$ cat config.mk
export PLATFORM = sky130hd
export DESIGN_NAME = nrs_gold_seq_gen_flat
export DESIGN_NICKNAME = d
export VERILOG_FILES = /design/src/rtl/nrs_gold_seq_if.sv /design/src/rtl/nrs_gold_seq_gen.sv /design/src/flat_wrapper.sv
export SDC_FILE = /design/constraint.sdc
export NUM_CORES = 1
export LEC_CHECK = 0
export ABC_AREA = 1
export BUFFER_PORTS_ARGS = -buffer_cell sky130_fd_sc_hd__buf_2
export CAP_MARGIN = 20
export CORE_MARGIN = 8
export CORE_UTILIZATION = 60
export CTS_BUF_LIST = sky130_fd_sc_hd__clkbuf_4
export CTS_CLUSTER_SIZE = 10
export DETAILED_ROUTE_END_ITERATION = 8
export GPL_TIMING_DRIVEN = 0
export PLACE_DENSITY = 0.78
export SYNTH_ARGS = -nofsm -noshare
export SYNTH_HDL_FRONTEND = slang
export SYNTH_SLANG_ARGS = --single-unit
export TNS_END_PERCENT = 50
$ cat constraint.sdc
create_clock -name clk -period 2.95 [get_ports clk]
set_input_delay 0.59 -clock clk [delete_from_list [all_inputs] [get_ports clk]]
set_output_delay 0.59 -clock clk [all_outputs]
set_load 0.005 [all_outputs]
$ cat src/rtl/nrs_gold_seq_if.sv
// Request/stream bundle between the c_init generator, the Gold sequence
// generator and the NRS QPSK mapper.
interface nrs_gold_seq_if #(
    parameter int CINIT_W = 28
);
    logic [CINIT_W-1:0] cinit;
    logic               cinit_valid;
    logic               c_bit;
    logic               c_valid;
    logic               c_last;
    logic               busy;

    modport master (output cinit, cinit_valid, input  c_bit, c_valid, c_last, busy);
    modport slave  (input  cinit, cinit_valid, output c_bit, c_valid, c_last, busy);
endinterface

$ cat src/rtl/nrs_gold_seq_gen.sv
// Length-31 Gold sequence generator: loads x1/x2 per request, advances them
// NC+START steps, then streams NUM_BITS consecutive c(n) bits.
module nrs_gold_seq_gen #(
    parameter int CINIT_W  = 28,
    parameter int NC       = 1600,
    parameter int START    = 218,
    parameter int NUM_BITS = 4,
    parameter int CNT_W    = 12
) (
    input  logic           clk,
    input  logic           rst,
    nrs_gold_seq_if.slave  bus
);
    localparam int              ADV      = NC + START;
    localparam logic [CNT_W-1:0] ADV_LAST = CNT_W'((ADV > 0) ? ADV - 1 : 0);
    localparam logic [CNT_W-1:0] NB_LAST  = CNT_W'(NUM_BITS - 1);
    localparam logic [30:0]      X1_INIT  = 31'd1;

    typedef enum logic [1:0] {IDLE, WARM, OUT} state_t;

    state_t             state, state_nxt;
    logic [30:0]        x1, x2;
    logic [CNT_W-1:0]   cnt;
    logic [CINIT_W-1:0] cinit_q;
    logic               load, step, cnt_clr, cnt_inc;
    logic               bit_nxt, vld_nxt, last_nxt;
    logic               c_bit_q, c_valid_q, c_last_q, busy_q;

    assign cinit_q     = bus.cinit;
    assign bus.c_bit   = c_bit_q;
    assign bus.c_valid = c_valid_q;
    assign bus.c_last  = c_last_q;
    assign bus.busy    = busy_q;

    always_ff @(posedge clk) begin
        if (rst) state <= IDLE;
        else     state <= state_nxt;
    end

    always_comb begin
        state_nxt = state;
        load      = 1'b0;
        step      = 1'b0;
        cnt_clr   = 1'b0;
        cnt_inc   = 1'b0;
        bit_nxt   = 1'b0;
        vld_nxt   = 1'b0;
        last_nxt  = 1'b0;
        case (state)
            IDLE: if (bus.cinit_valid) begin
                load      = 1'b1;
                cnt_clr   = 1'b1;
                state_nxt = (ADV == 0) ? OUT : WARM;
            end
            WARM: begin
                step = 1'b1;
                // Final warm-up advance happens on the edge that enters OUT
                if (cnt == ADV_LAST) begin
                    cnt_clr   = 1'b1;
                    state_nxt = OUT;
                end else begin
                    cnt_inc = 1'b1;
                end
            end
            OUT: begin
                step    = 1'b1;
                bit_nxt = x1[0] ^ x2[0];
                vld_nxt = 1'b1;
                if (cnt == NB_LAST) begin
                    last_nxt  = 1'b1;
                    state_nxt = IDLE;
                end else begin
                    cnt_inc = 1'b1;
                end
            end
            default: state_nxt = IDLE;
        endcase
    end

    always_ff @(posedge clk) begin
        if (rst) begin
            x1        <= '0;
            x2        <= '0;
            cnt       <= '0;
            c_bit_q   <= 1'b0;
            c_valid_q <= 1'b0;
            c_last_q  <= 1'b0;
            busy_q    <= 1'b0;
        end else begin
            if (load) begin
                x1 <= X1_INIT;
                x2 <= 31'(cinit_q);
            end else if (step) begin
                x1 <= {x1[3] ^ x1[0], x1[30:1]};
                x2 <= {x2[3] ^ x2[2] ^ x2[1] ^ x2[0], x2[30:1]};
            end
            if (cnt_clr)      cnt <= '0;
            else if (cnt_inc) cnt <= cnt + 1'b1;
            c_bit_q   <= bit_nxt;
            c_valid_q <= vld_nxt;
            c_last_q  <= last_nxt;
            // Low during the c_last cycle so the next request is accepted back to back
            busy_q    <= (state_nxt != IDLE);
        end
    end
endmodule

$ cat src/flat_wrapper.sv
// flat-port wrapper written by rule: the top's interface ports become plain ports
module nrs_gold_seq_gen_flat 
#(
    parameter int CINIT_W  = 28,
    parameter int NC       = 1600,
    parameter int START    = 218,
    parameter int NUM_BITS = 4,
    parameter int CNT_W    = 12
)
  (clk, rst, bus_cinit, bus_cinit_valid, bus_c_bit, bus_c_valid, bus_c_last, bus_busy);
  nrs_gold_seq_if #(.CINIT_W(CINIT_W)) bus_i ();
  input  logic clk;
  input  logic rst;
  input wire logic [$bits(bus_i.cinit)-1:0] bus_cinit;
  input wire logic [$bits(bus_i.cinit_valid)-1:0] bus_cinit_valid;
  output wire logic [$bits(bus_i.c_bit)-1:0] bus_c_bit;
  output wire logic [$bits(bus_i.c_valid)-1:0] bus_c_valid;
  output wire logic [$bits(bus_i.c_last)-1:0] bus_c_last;
  output wire logic [$bits(bus_i.busy)-1:0] bus_busy;
  assign bus_i.cinit = bus_cinit;
  assign bus_i.cinit_valid = bus_cinit_valid;
  assign bus_c_bit = bus_i.c_bit;
  assign bus_c_valid = bus_i.c_valid;
  assign bus_c_last = bus_i.c_last;
  assign bus_busy = bus_i.busy;
  nrs_gold_seq_gen #(.CINIT_W(CINIT_W), .NC(NC), .START(START), .NUM_BITS(NUM_BITS), .CNT_W(CNT_W)) u_core (.clk(clk), .rst(rst), .bus(bus_i));
endmodule
After elaboration in Yosys (flattened, before gate mapping):

Cells that the tools add are included.

* register bits: 80
* output and inout bits: 4

* multiplexer cells: 18
* add/sub/neg operators: 1
* bitwise operators: 6
* reduce and logical (&&, ||, !) cells: 7
* equal/unequal tests: 4

Operators with widths (count)
* $mux 28: 2
* $add 12x1->12 const B: 1
* $eq 12x11->1 const B: 1
* $eq 12x2->1 const B: 1
* $mux 1: 10
* $reduce_or 2->1: 4
* $mux 2: 3
* $pmux 2 s3: 1
* $xor 1x1->1: 5
* $pmux 1 s2: 2
* $reduce_bool 2->1: 2
* $eq 2x1->1 const B: 1
* $eq 2x2->1 const B: 1
* $logic_not 2->1: 1
* $not 1->1: 1

Longest topological paths before layout:

Gate-level depths: netlist of the first run.

* depth in word-level cells: 5
* mapped depth: 11
* gate-level depth less buffers: 10

Worst setup path after synthesis of the first run:

No wires, ideal clock.

* kind: register -> register
* start: register u_core.state[1]
* end: register u_core.x2[3]
* required time: 2876 ps
* period minus slack after synthesis: 1504 ps
* arrival: 1429 ps
* cell stages (with the launch flop): 8
* path buffers: 3
* path slack: 1446 ps
* cell sequence: dfxtp_1 -> inv_1 -> ha_1 -> buf_2 -> buf_2 -> buf_2 -> nand3_1 -> a31oi_1

* longest elaborated chain between the ends: 4

RTL lines
* from (decl): RTL line nrs_gold_seq_gen.sv:21 `state_t state, state_nxt;`
* from (signal assigned): RTL line nrs_gold_seq_gen.sv:37 `else state <= state_nxt;`
* $eq 2x1->1 / $eq 2x2->1 (equally long branches): RTL line nrs_gold_seq_gen.sv:49 `case (state)`
* $reduce_or 2->1 (no line) (*)
* $mux 1 (*): RTL line nrs_gold_seq_gen.sv:49
* named net u_core.step: RTL line nrs_gold_seq_gen.sv:25 `logic load, step, cnt_clr, cnt_inc;`
* $reduce_bool 2->1 (no line) (*)
* to (signal assigned): RTL line nrs_gold_seq_gen.sv:92 `x2 <= 31'(cinit_q);`
* to (signal assigned): RTL line nrs_gold_seq_gen.sv:95 `x2 <= {x2[3] ^ x2[2] ^ x2[1] ^ x2[0], x2[30:1]};`
* to (decl): RTL line nrs_gold_seq_gen.sv:22 `logic [30:0] x1, x2;`

The timed path passes the listed nets; every way through them passes the cells marked *.
A chain may end at the register's enable or synchronous reset.

Final worst setup path of the first run:

* start: register u_core.state[1]
* end: register u_core.x1[16]

* longest elaborated chain between the ends: 3

RTL lines
* $eq 2x1->1, or another cell as far along: RTL line nrs_gold_seq_gen.sv:49
* $reduce_or 2->1 (no line) / $mux 1 (equally long branches)
* $mux 1 / $reduce_or 2->1 (equally long branches)
* to (signal assigned): RTL line nrs_gold_seq_gen.sv:94 `x1 <= {x1[3] ^ x1[0], x1[30:1]};`
* to (decl): RTL line nrs_gold_seq_gen.sv:22

Parallel ways exist; a longest one is shown, timed or not.

==> results of run 1 <==
-- cells by family after synthesis --
group,Yosys count
xor+xnor,12
simple gates,244
flops,80
compound gates,79
buf+inv,56
fa+ha+maj,6
-- registers in the layout, summed over array words and instances (netlist names) --
name and cells:
u_core.bus.c_last 1, u_core.x1 31, u_core.state 2, u_core.x2 31, u_core.bus.c_bit 1, u_core.bus.c_valid 1
u_core.cnt 12, u_core.bus.busy 1
-- final cells by class --
class,count,area (um^2),share of cell area
multi-input combinational,341,1670,0.422
clock inverter,7,78.8,0.0200
timing repair buffer,34,170,0.0431
tap,75,93.8,0.0238
inverter,24,90.1,0.0228
clock buffer,9,67.6,0.0171
sequential,80,1600,0.406
buffer,32,176,0.0447
-- metrics by stage --
stage          worst slack [ps]  total power (W)  utilization
6_report                   1100          0.00207        0.678
5_1_grt                     867          0.00216        0.678
4_1_cts                    1060          0.00208        0.678
3_5_place_dp               1110          0.00142        0.653
3_3_place_gp               1170          0.00141        0.653
2_1_floorplan              1450          0.00134            -
-- worst max-delay path by stage --
| stage | to |
|---|---|
| floorplan | u_core.x2[3]$_SDFFE_PP0P_ |
| global placement | u_core.x1[1]$_SDFFE_PP0P_ |
| detailed placement | u_core.x1[16]$_SDFFE_PP0P_ |
| CTS | u_core.x1[16]$_SDFFE_PP0P_ |
| global route | u_core.x1[3]$_SDFFE_PP0P_ |
| finish | u_core.x1[16]$_SDFFE_PP0P_ |
-- power by group through the flow --
stage                     sequential (W)  clock (W)  combinational [W]
final                            0.00114   0.000672           0.000255
after detailed placement         0.00116          0           0.000254
after floorplan                  0.00116          0           0.000181
after global routing             0.00114   0.000733           0.000286
after global placement           0.00116          0           0.000250
after CTS                        0.00114   0.000686           0.000256
-- layer usage --
| metal | GRT usage | part of all wire | vias up |
|---|---|---|---|
| met3 | 0.0550 | 0.036 | 10 |
| met2 | 0.302 | 0.48 | 52 |
| li1 | - | - | 1652 |
| met1 | 0.218 | 0.47 | 1469 |
| met5 | 0 | 0 | - |
| met4 | 0.0564 | 0.014 | 0 |
-- critical path, cell delays in order, from the launching register on --
cell      delay [ps]
dfxtp_1          430
inv_1             90
ha_1             210
nand2_1          150
inv_1             90
nor2_1           230
inv_1            160
clkbuf_1         250
a21oi_1          180
-- synthesized netlist by cell type --
cell type / number / area share
a21oi_2: 10 / 0.025
buf_6: 3 / 0.0096
o211ai_1: 1 / 0.0021
nand2_1: 164 / 0.17
o21ai_0: 3 / 0.0042
a31oi_1: 27 / 0.048
nor2_2: 2 / 0.0035
nor4_1: 2 / 0.0035
inv_1: 23 / 0.024
nor2_1: 21 / 0.022
buf_2: 12 / 0.017
nand2_2: 2 / 0.0035
xnor2_1: 5 / 0.012
ha_1: 6 / 0.021
clkbuf_1: 11 / 0.012
nand4_1: 3 / 0.0053
buf_4: 2 / 0.0042
buf_1: 3 / 0.0032
a21oi_1: 38 / 0.054
nand2_4: 2 / 0.0064
buf_8: 1 / 0.0042
xor2_1: 7 / 0.017
clkinv_1: 1 / 0.0011
nand3_1: 47 / 0.067
nand3b_1: 1 / 0.0021
dfxtp_1: 80 / 0.45
==> impl_results.md, run 1 <==
- Status: finished, final reports clean
- DRC viols: 0
- Most frequent cells in the layout: nand2_1, dfxtp_1, nand3_1
- Chip Width: 92.7 um
- Port bufs: 34
- CTS clock-pin slew for the worst setup and hold paths: roughly 130 ps
- Setup Skew: roughly 13 ps
- DRT iter0 DRCs: ~150
- Clk_lat worst skew: between 400 and 500 ps
- Synth Area in XOR/XNOR: 0.0297
- Mapped Nets: ~510
- R2R depth: 8
- Leakage power: about 1.5 nW
- Worst VDD drop: around 0.46 mV
- Sequential fraction of the synthesis area: 0.453
- Core Area: ~5800 um^2
- Hold Path Sink: u_core.bus.c_valid$_SDFF_PP0_
- Simple-Gate Fraction of Synth Area: 0.288
- R2R Path Start: u_core.state[1]$_SDFF_PP0_
- Final Setup Violations: 0
- Vias: 3183
- Total track usage: 0.181
- Worst setup EP type: register
- Main combinational cell family by area after synthesis: simple AND/OR/NAND/NOR gates
- Most common cell after layout, fill and taps aside: nand2_1
- Syn_area_per_cell: around 7.4 um^2
- Power per cell area: ~520 nW/um^2
- Final HPWL DP: 5.38 mm
- Internal Power: 0.00147 W
- Syn-to-layout area delta: 11.6%
- P_sw: roughly 0.00059 W
- H-tree level count: 3
- Sequential share of power: 0.551
- Fin crit share: 0.627
- Chip height: 92.7 um
- Reg-to-reg setup timing slack: roughly 1100 ps
- IO Pins: 35
- TritonCTS clock tree: yes
- Slew headroom: 0.689
- Gpl congestion: 0.896
- Starting Density: 0.608
- Yosys warning count: 0
- Comb pwr share: 0.124
- Vias in the first global route: ~3000
- Die ar.: 8600 um^2
- Standard-cell rows: 28
- Max FO, Critical Path: 10
- Longest Clk Path Bufs: 2
- Crit path from: u_core.state[1]$_SDFF_PP0_
- Hold WS: between 300 and 400 ps
- Hold Crit Class: in2reg
- Pin count of the biggest net entering global routing: 16
- Hold Startpoint: rst
- Adder-Cell Fraction of Synth Area: 0.0212
- Minimum clock period: 1850 ps
- Drt total wl: between 7 and 8 mm
- CP startpoint kind: register
- Worst Hold Depth: 2
- Vias per cell: 5.29
- Fillers: approximately 510
- Design area: slightly below 4000 um^2
- Fmax: 541 MHz
- Num CTS Buffers: 9
- #FFs+latches synth: 80
- Hold Vio Cnt, Final: 0
- Switching share of power: 0.287
- N_diodes: 0
- Sink Count: 80
- Setup CP Type: reg2reg
- PostCTS Resize Cnt: 0
- Synth Area in Compound Gates: 0.133
- DRT Pass-1 Iters: 4
- Clock share of power: 0.325
- Layout cells sized above 1: 0.157
- # placed instances: 586
- Post-CTS Setup Inserts: 0
- Post-synthesis mux area share: 0
- Hold Buf Count CTS: 0
- Initial antenna violation count: 0
- Syn Inst Count: 477
- Routed len/inst: between 10 and 15 um
- Setup TNS: 0 ps
- Final #Nets: ~560
- Signal arrival time at the worst endpoint: 2210 ps
- Clock Tree Root: clkbuf_4
- Slew at the pin with the worst max-slew slack: between 400 and 500 ps
- Antenna-violating nets left: 0
- Crit path required time: around 3300 ps
- Placed Instance Area: approximately 3800 um^2
- RR Endpoint: u_core.x1[16]$_SDFFE_PP0P_
- Post-Layout Cell Count: 602
- Max Cap Viol: 0
- Post-Syn Area: around 3500 um^2
- Unrepaired setup endpoints after global routing: no
- Grt total ovfl: 0
- Yosys cell types: 26
- First-pass GRT wire length: ~13 mm
- Max-slew violations: 0
No activity file was read; power rests on OpenSTA's default activity.
==> inputs of run 2 (changes only) <==
--- a/config.mk
+++ b/config.mk
@@ -5,7 +5,7 @@
 export SDC_FILE = /design/constraint.sdc
 export NUM_CORES = 1
 export LEC_CHECK = 0
-export ABC_AREA = 1
+export ABC_AREA = 0
 export BUFFER_PORTS_ARGS = -buffer_cell sky130_fd_sc_hd__buf_2
 export CAP_MARGIN = 20
 export CORE_MARGIN = 8
==> constraint.sdc (replaced) <==
create_clock -name clk -period 1.9 [get_ports clk]
set_input_delay 0.38 -clock clk [delete_from_list [all_inputs] [get_ports clk]]
set_output_delay 0.38 -clock clk [all_outputs]
set_load 0.005 [all_outputs]
==> run 2 against run 1 <==
Net effect:
- the flow now finishes with violations (setup timing)
- combinational power increased by 83%
- routed wire length decreased by 9.2%
- area after synthesis decreased by 4.5%
- synthesized cell count decreased by 28%
- critical path type unchanged
==> impl_results.md, run 2 <==
- Status: finished with violations
- Failing checks: setup timing
- Vias in the first global route: ~2600
- Chip height: approximately 91 um
- Core Area: roughly 5500 um^2
- Total track usage: 0.162
- Longest Clk Path Bufs: 2
- Routed len/inst: about 14 um
- Max Cap Viol: 0
- Final #Nets: between 400 and 500
- Dpl ws: -245 ps
- Critical path depth: 6
- IO Pins: 35
- Clock Tree Root: clkbuf_4
- Unrepaired setup endpoints after global routing: yes
- Standard-cell rows: 27
- Chip Width: just over 90 um
- Yosys warning count: 0
- Cell with the most instances after synthesis: dfxtp_1
- Most instantiated cells after synthesis: dfxtp_1, nor2_1, mux2i_1, a211oi_1, clkbuf_1
- CP bufs+invs: 1
- Asr flop ratio synth: 0
- Leakage power: roughly 1.5 nW
- Final HPWL DP: around 4.5 mm
- Hold Startpoint: bus_cinit[13]
- DRT Pass-1 Iters: 4
- TritonCTS clock tree: yes
- R2R depth: 6
- Setup Skew: 11.9 ps
- First-pass GRT wire length: 11.1 mm
- Setup WS post-layout: -86.2 ps
- Worst-path cell chain: or4_4, o41ai_4, buf_6, a211oi_2, xnor2_1, nor2_1
- Final Setup Violations: 8
- Critical-path top delay cell: or4_4
- Drt total wl: just under 7 mm
- DRC viols: 0
- Signal arrival time at the worst endpoint: 2310 ps
- Max FO, Critical Path: 5
- Syn_area_per_cell: just under 10 um^2
- RR Endpoint: u_core.cnt[6]$_SDFFE_PP0P_
- Synth Area in XOR/XNOR: 0.0415
- Gpl congestion: 0.792
- Area contributors post-synth: dfxtp_1, mux2i_1, nor2_1, a211oi_1, xnor2_1
- Final Total Pwr: between 0.003 and 0.004 W
- Synth Area in Compound Gates: 0.112
- Hold Path Sink: u_core.x2[13]$_SDFFE_PP0P_
- Setup CP Type: reg2reg
- EDFF count, synth: 0
- Hold Vio Cnt, Final: 0
- Adder-Cell Fraction of Synth Area: 0.0223
- Antenna-violating nets left: 0
- Primary FF master, synth: dfxtp_1
- R2R Path Start: u_core.cnt[4]$_SDFFE_PP0P_
- Pin count of the biggest net entering global routing: 14
- Largest registers: u_core.x1 x31, u_core.x2 x31, u_core.cnt x12
- Worst VDD drop: around 0.60 mV
- CTS clock-pin slew for the worst setup and hold paths: approximately 120 ps
- Starting Density: 0.616
- Worst Hold Depth: 3
- Worst path max stage delay: around 560 ps
- Clk_lat worst skew: 420 ps
- Reg-to-reg setup timing slack: -90 ps
- DRT iter0 DRCs: 95
- Die ar.: between 8000 and 9000 um^2
- Utilization after layout: 0.730
- Initial antenna violation count: 0
- Layout cells sized above 1: 0.227
- N_diodes: 0
- Worst setup EP type: register
- Sequential fraction of the synthesis area: 0.475
- Main combinational cell family by area after synthesis: multiplexers
- Post-synthesis mux area share: 0.178
- Post-Layout Cell Count: 477
- Minimum clock period: slightly below 2000 ps
- Fmax: between 500 and 600 MHz
- Simple-Gate Fraction of Synth Area: 0.141
- Post-synth top area cell: dfxtp_1
- Vias: 2574
- Syn-to-layout area delta: 18.5%
- Most common cell after layout, fill and taps aside: nor2_1
- Yosys cell types: 32
- Mapped Nets: about 380
- Grt total ovfl: 0
- Post-Syn Area: about 3400 um^2
- CP startpoint kind: register
- Share of the synthesized area in the top cell type: 0.475
- Power per cell area: approximately 840 nW/um^2
- H-tree level count: 3
- #FFs+latches synth: 80
- Max-slew violations: 0
- Port bufs: 34
- Fillers: between 400 and 500
- Syn Inst Count: 345
- Sink Count: 80
- Slew at the pin with the worst max-slew slack: 520 ps
- Crit path required time: 2230 ps
- Hold Crit Class: in2reg
- Slew headroom: 0.652
- CP delay by family, top: simple AND/OR/NAND/NOR gates
- # placed instances: 451
- Most frequent cells in the layout: nor2_1, dfxtp_1, mux2i_1
- Num CTS Buffers: 9
- Vias per cell: between 5 and 6
- Fin crit share: 1.05
[run 2: cell types whose count changed in the layout (fill, tap and decap cells not counted), sizes merged, moves of 9 or more]
cell / delta
inv: -21
xnor2: +9
a31oi: -27
mux2i: +60
a21oi: -41
nand2: -160
a211oi: +34
nand3: -44
nor2: +54
[run 2: logic make-up after synthesis]
| logic type | after synthesis |
|---|---|
| multiplexers | 60 |
| XOR/XNOR | 16 |
| AO/OA/AOI/OAI | 47 |
| AND/OR/NAND/NOR | 109 |
| buffers and inverters | 27 |
| adder cells (fa/ha/maj) | 6 |
| flip-flops | 80 |
[run 2: what timing repair did]
action | CTS | global route
pin swaps | 6 | 11
buffers inserted | 4 | 7
endpoints found under the setup margin | 71 | 64
cloned | 0 | 1
hold endpoints to repair | 0 | 0
hold buffers | 0 | 0
resized for setup | 13 | 30
[run 2: metrics by stage]
step | hold slack [ps] | TNS (ps) | area, um^2
3_5_place_dp | 479 | -12560 | 3640
2_1_floorplan | 460 | -33.9 | 3380
3_3_place_gp | 473 | -10260 | 3640
4_1_cts | 211 | -232 | 3860
6_report | 225 | -367 | 4000
5_1_grt | 229 | -3590 | 4000
[run 2: layer usage]
metal  global-route usage  share of wire  routed length (um)  vias to the layer above
met5                    0              0                   0                        -
met1                0.192           0.48                3250                     1207
met4               0.0955          0.016                 106                        0
met3               0.0346          0.037                 248                        9
met2                0.265           0.47                3190                       49
li1                     -              -                   -                     1309
[run 2: area by class of cell]
class                      count  area [um^2]  area share
buffer                        21          120      0.0301
clock buffer                  10         75.1      0.0188
clock inverter                 5         82.6      0.0207
inverter                       5         18.8     0.00470
multi-input combinational    238         1730       0.433
sequential                    80         1610       0.404
tap                           72         90.1      0.0225
timing repair buffer          46          268      0.0670
[run 2: how the worst max path moves through the flow]
stage / startpoint / slack (ps) / endpoint
floorplan: u_core.cnt[3]$_SDFFE_PP0P_ / -30 / u_core.bus.busy$_SDFF_PP0_
global placement: u_core.cnt[3]$_SDFFE_PP0P_ / -220 / u_core.bus.busy$_SDFF_PP0_
detailed placement: u_core.cnt[3]$_SDFFE_PP0P_ / -240 / u_core.bus.busy$_SDFF_PP0_
CTS: u_core.cnt[5]$_SDFFE_PP0P_ / -60 / u_core.bus.busy$_SDFF_PP0_
global route: u_core.cnt[4]$_SDFFE_PP0P_ / -150 / u_core.cnt[0]$_SDFFE_PP0P_
finish: u_core.cnt[4]$_SDFFE_PP0P_ / -90 / u_core.cnt[6]$_SDFFE_PP0P_
[run 2: worst reg2reg max path: stages, from the launching register on]
cell and delay (ps):
dfxtp_4 380, or4_4 560, o41ai_4 450, buf_6 200, a211oi_2 80, xnor2_1 170
nor2_1 60
[run 2: power breakdown]
group | switching, W | internal [W] | leakage, nW | total, W
registers | 0.0000440 | 0.00175 | 0.655 | 0.00179
clock network | 0.000574 | 0.000544 | 0.0864 | 0.00112
logic | 0.000250 | 0.000215 | 0.758 | 0.000466
total | 0.000869 | 0.00251 | 1.50 | 0.00338
